### config.mk
export PLATFORM = sky130hd
export DESIGN_NAME = parking_slot_manager
export DESIGN_NICKNAME = d
export VERILOG_FILES = /design/src/rtl/parking_pkg.sv /design/src/rtl/slot_finder.sv /design/src/rtl/parking_slot_manager.sv
export SDC_FILE = /design/constraint.sdc
export NUM_CORES = 1
export LEC_CHECK = 0
export ABC_AREA = 1
export BUFFER_PORTS_ARGS = -buffer_cell sky130_fd_sc_hd__buf_2
export CORE_ASPECT_RATIO = 0.7
export CORE_UTILIZATION = 46
export CTS_CLUSTER_SIZE = 10
export DETAILED_ROUTE_END_ITERATION = 12
export GPL_ROUTABILITY_DRIVEN = 0
export PLACE_DENSITY = 0.68
export SLEW_MARGIN = 10
export SYNTH_ARGS = -nofsm -noshare
export SYNTH_HDL_FRONTEND = slang
export SYNTH_HIERARCHICAL = 1
export SYNTH_SLANG_ARGS = --single-unit
### constraint.sdc
create_clock -name clk -period 6.3 [get_ports clk]
set_clock_uncertainty 0.15 [all_clocks]
set_input_delay 0.945 -clock clk [delete_from_list [all_inputs] [get_ports clk]]
set_output_delay 0.945 -clock clk [all_outputs]
set_load 0.01 [all_outputs]
### src/rtl/parking_pkg.sv
// Shared definitions for the parking lot occupancy blocks.
package parking_pkg;
  localparam int NUM_SLOTS  = 8;
  localparam int SLOT_W     = 3;
  localparam int GATE_CNT_W = 4;

  typedef enum logic {IDLE = 1'b0, OPEN = 1'b1} state_t;

  // Free slots remaining in an occupancy mask (0..NUM_SLOTS).
  function automatic logic [3:0] free_slots(input logic [NUM_SLOTS-1:0] occ);
    logic [3:0] n;
    n = 4'(NUM_SLOTS);
    for (int i = 0; i < NUM_SLOTS; i++) n = n - {3'b000, occ[i]};
    return n;
  endfunction
endpackage

### src/rtl/slot_finder.sv
// Combinational priority encoder: index of the lowest free (zero) slot.
module slot_finder import parking_pkg::*; (
  input  logic [NUM_SLOTS-1:0] occupancy,
  output logic [SLOT_W-1:0]    index,
  output logic                 found
);
  always_comb begin
    index = '0;
    found = 1'b0;
    for (int i = NUM_SLOTS - 1; i >= 0; i--) begin
      if (!occupancy[i]) begin
        index = SLOT_W'(i);
        found = 1'b1;
      end
    end
  end
endmodule

### src/rtl/parking_slot_manager.sv
// Slot allocator/releaser for the 8-slot lot with a timed gate that blocks
// further requests while open.
module parking_slot_manager import parking_pkg::*; #(
  parameter int GATE_CYCLES = 4
) (
  input  logic                 clk,
  input  logic                 reset,
  input  logic                 enter_req,
  input  logic                 exit_req,
  input  logic [NUM_SLOTS-1:0] exit_location,
  output logic                 entry_grant,
  output logic [SLOT_W-1:0]    entry_slot,
  output logic                 entry_denied,
  output logic                 exit_error,
  output logic [NUM_SLOTS-1:0] occupancy,
  output logic [3:0]           free_count,
  output logic                 full,
  output logic                 empty,
  output logic                 gate_open,
  output logic                 busy
);
  localparam logic [GATE_CNT_W-1:0] GATE_LOAD = GATE_CNT_W'(GATE_CYCLES - 1);

  state_t                 state;
  logic [GATE_CNT_W-1:0]  gate_cnt;
  logic [SLOT_W-1:0]      free_idx;
  logic                   free_found;
  logic                   exit_ok;
  logic                   entry_ok;
  logic [NUM_SLOTS-1:0]   occ_next;

  slot_finder u_finder (
    .occupancy (occupancy),
    .index     (free_idx),
    .found     (free_found)
  );

  // Both decisions use the pre-update mask, so a slot being freed this cycle
  // is still seen as occupied by the finder. An unknown mask falls to invalid.
  always_comb begin
    exit_ok  = 1'b0;
    entry_ok = 1'b0;
    if (exit_req && $onehot(exit_location) && ((exit_location & occupancy) != '0))
      exit_ok = 1'b1;
    if (enter_req && free_found)
      entry_ok = 1'b1;
    occ_next = occupancy;
    if (exit_ok)  occ_next = occ_next & ~exit_location;
    if (entry_ok) occ_next[free_idx] = 1'b1;
  end

  always_ff @(posedge clk or posedge reset) begin
    if (reset) begin
      state        <= IDLE;
      gate_cnt     <= '0;
      occupancy    <= '0;
      free_count   <= 4'(NUM_SLOTS);
      full         <= 1'b0;
      empty        <= 1'b1;
      entry_slot   <= '0;
      entry_grant  <= 1'b0;
      entry_denied <= 1'b0;
      exit_error   <= 1'b0;
      gate_open    <= 1'b0;
      busy         <= 1'b0;
    end else begin
      entry_grant  <= 1'b0;
      entry_denied <= 1'b0;
      exit_error   <= 1'b0;
      case (state)
        IDLE: begin
          if (entry_ok) begin
            entry_grant <= 1'b1;
            entry_slot  <= free_idx;
          end else if (enter_req) begin
            entry_denied <= 1'b1;
          end
          if (exit_req && !exit_ok) exit_error <= 1'b1;
          occupancy  <= occ_next;
          free_count <= free_slots(occ_next);
          full       <= &occ_next;
          empty      <= ~|occ_next;
          if (entry_ok || exit_ok) begin
            state     <= OPEN;
            gate_cnt  <= GATE_LOAD;
            gate_open <= 1'b1;
            busy      <= 1'b1;
          end
        end
        OPEN: begin
          if (gate_cnt == '0) begin
            state     <= IDLE;
            gate_open <= 1'b0;
            busy      <= 1'b0;
          end else begin
            gate_cnt <= gate_cnt - 1'b1;
          end
        end
        default: begin
          state     <= IDLE;
          gate_open <= 1'b0;
          busy      <= 1'b0;
        end
      endcase
    end
  end
endmodule

### Word-level counts from Yosys, hierarchy flattened

Cells that the tools add are included.

* logic and storage cells: 91
* bits in registers: 26
* bits of input ports: 12
* output and inout bits: 22

* add/sub/neg operators: 16
* reductions and logical operators: 15
* muxes and demuxes: 38
* equal/unequal tests: 4
* $lt $le $gt $ge: 2
* bitwise gates (word level): 5

Operator list (number)
* subtractor 4 x 1 -> 4 bit: 7
* 2-to-1 mux 3 bit: 8
* 2-to-1 mux 1 bit: 22
* AND 8 bit: 2
* 2-to-1 mux 8 bit: 2
* adder 1 x 1 -> 2 bit: 4
* 2-to-1 mux 4 bit: 2
* NOT 8 bit: 1
* OR 8 bit: 1
* one-hot mux 4 bit (2 select lines): 1
* AND reduction 8 bit: 1
* nonzero test 8 bit: 1
* OR reduction 8 bit: 1
* adder 2 x 2 -> 3 bit: 2
* AND reduction 2 bit: 3
* logical AND 1 bit: 5
* adder 3 x 3 -> 4 bit: 1
* == test 4 x 1 -> 1 bit, second input constant: 1
* logical NOT 4 bit: 1
* < comparator 3 x 4 -> 1 bit, second input constant: 1
* inequality test 2 bit, second input constant: 2
* one-hot mux 1 bit (2 select lines): 2
* subtractor 4 x 1 -> 4 bit, first input constant: 1
* subtractor 4 x 1 -> 4 bit, second input constant: 1
* other kinds (6): 7

### Longest topological paths before layout

* word-level depth: 22
* mapped depth: 26
* mapped depth without buffers: 26

### By module

Netlist, hierarchy kept.

By module, submodules not included
* parking_slot_manager: instances 1, cells each 216, area an instance 1804.2 µm²
* slot_finder: instances 1, cells each 18, area an instance 78.8 µm²

### Least setup slack after synthesis

No wires, ideal clock.

* kind: in2reg
* start: input port exit_location[0]
* end: register free_count[2]
* data arrival time: 5.766 ns
* slack: 0.267 ns
* setup time: 0.117 ns
* data required time: 6.033 ns
* cell stages on the path: 25
* buffers on the path: 0
* cell sequence: inv_1 fa_1 fa_1 fa_1 inv_1 ha_1 inv_1 fa_1 nand3_1 nor2_1 nand2_1 clkinv_2 nand2_4 o21ai_2 o21ai_2 fa_1 inv_1 ha_1 fa_1 inv_1 fa_1 inv_1 ha_1 nand2_1 nand2_1

* cells in the longest elaborated chain, start to end: 18

RTL lines
* from (decl): RTL line parking_slot_manager.sv:10 `input logic [NUM_SLOTS-1:0] exit_location,`
* adder 1 x 1 -> 2 bit (implied by the code): RTL line parking_slot_manager.sv:43 `if (exit_req && $onehot(exit_location) && ((exit_location & occupancy) != '0))`
* adder 2 x 2 -> 3 bit (implied by the code): RTL line parking_slot_manager.sv:43
* adder 3 x 3 -> 4 bit (implied by the code): RTL line parking_slot_manager.sv:43
* == test 4 x 1 -> 1 bit: RTL line parking_slot_manager.sv:43
* logical AND 1 bit (2 in series): RTL line parking_slot_manager.sv:43
* 2-to-1 mux 1 bit: RTL line parking_slot_manager.sv:43
* 2-to-1 mux 8 bit *: RTL line parking_slot_manager.sv:48 `if (exit_ok) occ_next = occ_next & ~exit_location;`
* OR 8 bit (no line)
* 2-to-1 mux 8 bit *: RTL line parking_slot_manager.sv:49 `if (entry_ok) occ_next[free_idx] = 1'b1;`
* net occ_next[0]: RTL line parking_slot_manager.sv:30 `logic [NUM_SLOTS-1:0] occ_next;`
* subtractor 4 x 1 -> 4 bit * (8 in series): RTL line parking_pkg.sv:13 `for (int i = 0; i < NUM_SLOTS; i++) n = n - {3'b000, occ[i]};`
* to (signal assigned): RTL line parking_slot_manager.sv:57 `free_count <= 4'(NUM_SLOTS);`
* to (signal assigned): RTL line parking_slot_manager.sv:80 `free_count <= free_slots(occ_next);`
* to (decl): RTL line parking_slot_manager.sv:16 `output logic [3:0] free_count,`

Mark *: on every way through the listed nets, which the timed path passes. The rest lies on a longest branch.
A chain may end at the register's enable or synchronous reset.

### Worst setup path in the final report

* start: input port exit_location[3]
* end: register free_count[2]

RTL lines (RTL line)
* adder 1 x 1 -> 2 bit (implied by the code): parking_slot_manager.sv:43
* adder 2 x 2 -> 3 bit (implied by the code): parking_slot_manager.sv:43
* adder 3 x 3 -> 4 bit (implied by the code): parking_slot_manager.sv:43
* == test 4 x 1 -> 1 bit: parking_slot_manager.sv:43
* logical AND 1 bit: parking_slot_manager.sv:43
* logical AND 1 bit *: parking_slot_manager.sv:43
* 2-to-1 mux 1 bit *: parking_slot_manager.sv:43
* 2-to-1 mux 8 bit *: parking_slot_manager.sv:48
* OR 8 bit (no line)
* 2-to-1 mux 8 bit *: parking_slot_manager.sv:49
* net occ_next[1]: parking_slot_manager.sv:30
* subtractor 4 x 1 -> 4 bit * (7 in series): parking_pkg.sv:13

Marks and branches as above.

==> summary.json <==
{
  "logic_synthesis": {
    "synth.yosys.seq_area_share_pct": 34.7,
    "share_of_the_synthesized_area_in_the_top_cell_type_pct": 31.9,
    "post_synth.cell_area_avg_um2": 8.05,
    "post_synth_cell_types": 31,
    "synth.largest_area_cell": "sky130_fd_sc_hd__dfrtp_1",
    "async_reset_ff_share_pct": 100,
    "synth.top_cells.by_area": "sky130_fd_sc_hd__dfrtp_1, sky130_fd_sc_hd__nand2_1, sky130_fd_sc_hd__fa_1",
    "yosys_warnings": 6,
    "number_of_synthesized_register_bits": 26,
    "netlist_instances": 234,
    "syn-num-nets": 266,
    "most_instantiated_flip_flop_cell_in_the_synthesis_netlist": "sky130_fd_sc_hd__dfrtp_1",
    "synth.cell_area_um2": 1880,
    "synth_enable_flop_cells": 0
  },
  "layout": {
    "antennaDiodeCount": 0,
    "design.final.nets": 304,
    "layout-drive-gt1-share_pct": 32.1,
    "layout-area-overhead-vs-synth_pct": 16.7
  },
  "clock_network": {
    "ctsHtreeMaxLevel": 1,
    "tritoncts": "built",
    "cts_inserted_buffers": 3,
    "cts-root-to-sink-buffers": 2,
    "cts_root_buffer": "sky130_fd_sc_hd__clkbuf_8",
    "numClockSinks": 26,
    "postCtsHoldBufs": 0,
    "clock_latency_on_the_worst_skew_pair_ps": 270,
    "clk_transition_reported_paths_ps": 90
  },
  "drt": {
    "met2RoutedLength_um": 1640,
    "firstDrtPassIters": 4,
    "postRouteAntennaNets": 0,
    "detailroute.via_count": 1502,
    "routedWlPerCell_um": 11.9,
    "routed-wl-met3_um": 139,
    "route.detailed.vias_per_inst": 4.65,
    "route.detailed.drc": 0,
    "drt_iter0_drc": 99,
    "finalWirelength_um": 3850,
    "highest_layer": "met4",
    "met1_length_um": 2050
  },
  "timing": {
    "timing.final.crit_share_pct": 96.1,
    "layout_min_cycle_time_ps": 6060,
    "maxSlewHeadroom_pct": 35.9,
    "timing.final.setup_violations": 0,
    "report.final.slew_viol_count": 0,
    "max_freq_mhz": 165,
    "fin_ws_ps": 243,
    "hold_vio_cnt_final": 0,
    "worstMarginPinSlew_ps": 961,
    "hold-worst-slack_ps": 321
  },
  "setup_path": {
    "startpoint_type_of_the_worst_setup_path": "input pin",
    "critical_path_required_ps": 6320,
    "endpoint_kind": "flop",
    "worst-endpoint-arrival_ps": 6070,
    "crit_path_max_fanout": 5,
    "setup.worst_path.class": "in2reg"
  },
  "power": {
    "power_frac_seq_pct": 29.4,
    "power.density_cell_area_nw_per_um2": 484,
    "cell_internal_pwr_mw": 0.568,
    "vdd.ir_drop.worst_mv": 0.348,
    "clockPowerShare_pct": 13.0,
    "design_power_total_mw": 1.06,
    "switching_power_mw": 0.497,
    "leakagePower_nw": 1.20,
    "share_comb_of_total_power_pct": 57.6,
    "power_switching_share_pct": 46.7
  },
  "global_route": {
    "grt_max_degree": 27,
    "via_count_of_the_first_global_routing_pass": 1437,
    "grt_overflow_total": 0,
    "initial_antenna_violation_count": 0,
    "grt_usage_pct": 19.4,
    "first_pass_grt_wire_length_um": 6660
  },
  "floorplan": {
    "num_rows": 19,
    "initial_core_utilization_pct": 48.0,
    "num_io_pins": 34,
    "die-height_um": 55.5,
    "dieWidth_um": 78.5,
    "die_area_um2": 4360,
    "total_core_area_um2": 3920
  },
  "placement": {
    "place_hpwl_um": 3020,
    "port_buffers": 33,
    "dpl_worst_slack_ps": 6.87
  },
  "outcome": {
    "status": "finished clean"
  },
  "job": {
    "maxCapViolCount": 0
  },
  "min_path": {
    "min_path_type": "reg2reg"
  }
}
synth_stat cells (3+ instances only):
master / number
sky130_fd_sc_hd__ha_1: 12
sky130_fd_sc_hd__dfrtp_1: 24
sky130_fd_sc_hd__nand2_1: 67
sky130_fd_sc_hd__nand2_4: 3
sky130_fd_sc_hd__fa_1: 8
sky130_fd_sc_hd__nor2_2: 4
sky130_fd_sc_hd__o21ai_0: 4
sky130_fd_sc_hd__nor2_1: 17
sky130_fd_sc_hd__o21ai_2: 8
sky130_fd_sc_hd__nand3_1: 10
sky130_fd_sc_hd__nand2_2: 7
sky130_fd_sc_hd__inv_1: 36
sky130_fd_sc_hd__inv_2: 9
placed cells by master (no fill, tap or decap):
cell type	synthesis	layout
sky130_fd_sc_hd__bufinv_16	0	1
sky130_fd_sc_hd__xnor2_1	1	1
sky130_fd_sc_hd__xor2_1	1	1
sky130_fd_sc_hd__dfrtp_1	24	24
sky130_fd_sc_hd__ha_1	12	10
sky130_fd_sc_hd__dfstp_2	2	2
sky130_fd_sc_hd__buf_2	0	33
sky130_fd_sc_hd__inv_1	36	34
sky130_fd_sc_hd__nor2_2	4	4
sky130_fd_sc_hd__a21oi_2	2	2
sky130_fd_sc_hd__nor4_4	1	1
sky130_fd_sc_hd__clkbuf_8	0	3
sky130_fd_sc_hd__and3_1	1	1
sky130_fd_sc_hd__o22a_1	1	1
sky130_fd_sc_hd__ha_2	0	2
sky130_fd_sc_hd__a31oi_1	2	2
sky130_fd_sc_hd__nor2_1	17	17
sky130_fd_sc_hd__o21ai_4	1	1
sky130_fd_sc_hd__o21ai_1	2	2
sky130_fd_sc_hd__nand3_1	10	10
sky130_fd_sc_hd__nor2_4	1	1
sky130_fd_sc_hd__fa_1	8	8
sky130_fd_sc_hd__nand2_4	3	3
sky130_fd_sc_hd__nand2_1	67	67
sky130_fd_sc_hd__nor3_1	1	1
sky130_fd_sc_hd__o21ai_2	8	8
sky130_fd_sc_hd__nand2_2	7	7
sky130_fd_sc_hd__inv_2	9	11
sky130_fd_sc_hd__nand4_1	1	1
sky130_fd_sc_hd__o21ai_0	4	4
sky130_fd_sc_hd__nand3_2	2	2
sky130_fd_sc_hd__inv_4	0	1
sky130_fd_sc_hd__a22oi_2	1	1
sky130_fd_sc_hd__buf_4	2	4
metal layers:
layer / up-vias / GRT usage, %
met1: 689 / 30.1
met2: 29 / 28.2
li1: 782 / -
met3: 2 / 3.97
met5: - / 0
met4: 0 / 3.17
state kept, by name, summed over array words and instances (netlist names):
signal        count
occupancy         8
free_count        4
gate_cnt          4
entry_slot        3
busy              1
empty             1
entry_denied      1
entry_grant       1
exit_error        1
full              1
state             1
stage by stage:
step | setup TNS, ps | util [%] | std cells | area (µm²)
4_1_cts | 0 | 55.7 | 322 | 2180
2_1_floorplan | 0 | - | 234 | 1880
6_report | 0 | 56.0 | 323 | 2200
3_5_place_dp | 0 | 53.9 | 318 | 2110
5_1_grt | -0.265 | 56.0 | 323 | 2200
3_3_place_gp | 0 | 53.9 | 318 | 2110
area by class of cell:
cell class,count,area [µm²]
fillers,384,1720
multi-input cells,158,1040
flip-flops and latches,26,653
repair buffers,37,195
inverters,46,175
well taps,52,65.1
clock buffers,3,41.3
clock inverters,1,30.0
worst max-delay path, stage by stage:
cell                      delay, ps
sky130_fd_sc_hd__buf_2          100
sky130_fd_sc_hd__inv_1           60
sky130_fd_sc_hd__fa_1           500
sky130_fd_sc_hd__fa_1           520
sky130_fd_sc_hd__fa_1           480
sky130_fd_sc_hd__inv_1           70
sky130_fd_sc_hd__ha_2           170
sky130_fd_sc_hd__inv_1           50
sky130_fd_sc_hd__fa_1           480
sky130_fd_sc_hd__nand3_1         90
sky130_fd_sc_hd__nor2_1         100
sky130_fd_sc_hd__nand2_1         90
sky130_fd_sc_hd__inv_4          100
sky130_fd_sc_hd__nand2_4         60
sky130_fd_sc_hd__o21ai_2        130
sky130_fd_sc_hd__o21ai_2         90
sky130_fd_sc_hd__fa_1           510
sky130_fd_sc_hd__inv_1           50
sky130_fd_sc_hd__ha_2           160
sky130_fd_sc_hd__fa_1           500
sky130_fd_sc_hd__inv_2           40
sky130_fd_sc_hd__fa_1           400
sky130_fd_sc_hd__inv_1           60
sky130_fd_sc_hd__ha_1           210
sky130_fd_sc_hd__nand2_1         60
sky130_fd_sc_hd__nand2_1         60
cells by family (layout without fill, tap and decap cells):
logic type	after synthesis	in the layout	synth area share [%]
AO/OA/AOI/OAI	21	21	8.90
XOR/XNOR	2	2	0.930
adder cells (fa/ha/maj)	20	20	16.5
buffers and inverters	50	87	10.4
flip-flops	26	26	34.7
AND/OR/NAND/NOR	115	115	28.6
path summary, 6_finish.rpt:
kind	to	cells after the start	from	slack, ps
hold reg to reg	free_count[3]	2	free_count[3]	320
min in group asynchronous	gate_cnt[2]	2	reset	730
setup reg to reg	free_count[2]	20	occupancy[7]	2360
hold / removal	free_count[3]	2	free_count[3]	320
max in group asynchronous	occupancy[0]	2	reset	4690
setup / recovery	free_count[2]	26	exit_location[3]	240
power groups by stage:
stage                     logic (mW)  registers (mW)  clock network (mW)
after floorplan                0.444           0.306                   0
after global placement         0.585           0.315                   0
after detailed placement       0.600           0.316                   0
after CTS                      0.605           0.313               0.143
after global routing           0.713           0.323               0.147
final                          0.614           0.313               0.138
timing repair:
| item | 4_1_cts | 5_1_grt |
|---|---|---|
| resized for setup | 0 | 5 |
| setup endpoints to repair | 0 | 1 |
| buffers inserted | 0 | 1 |
Note: power is estimated with default switching activity, not from simulation.
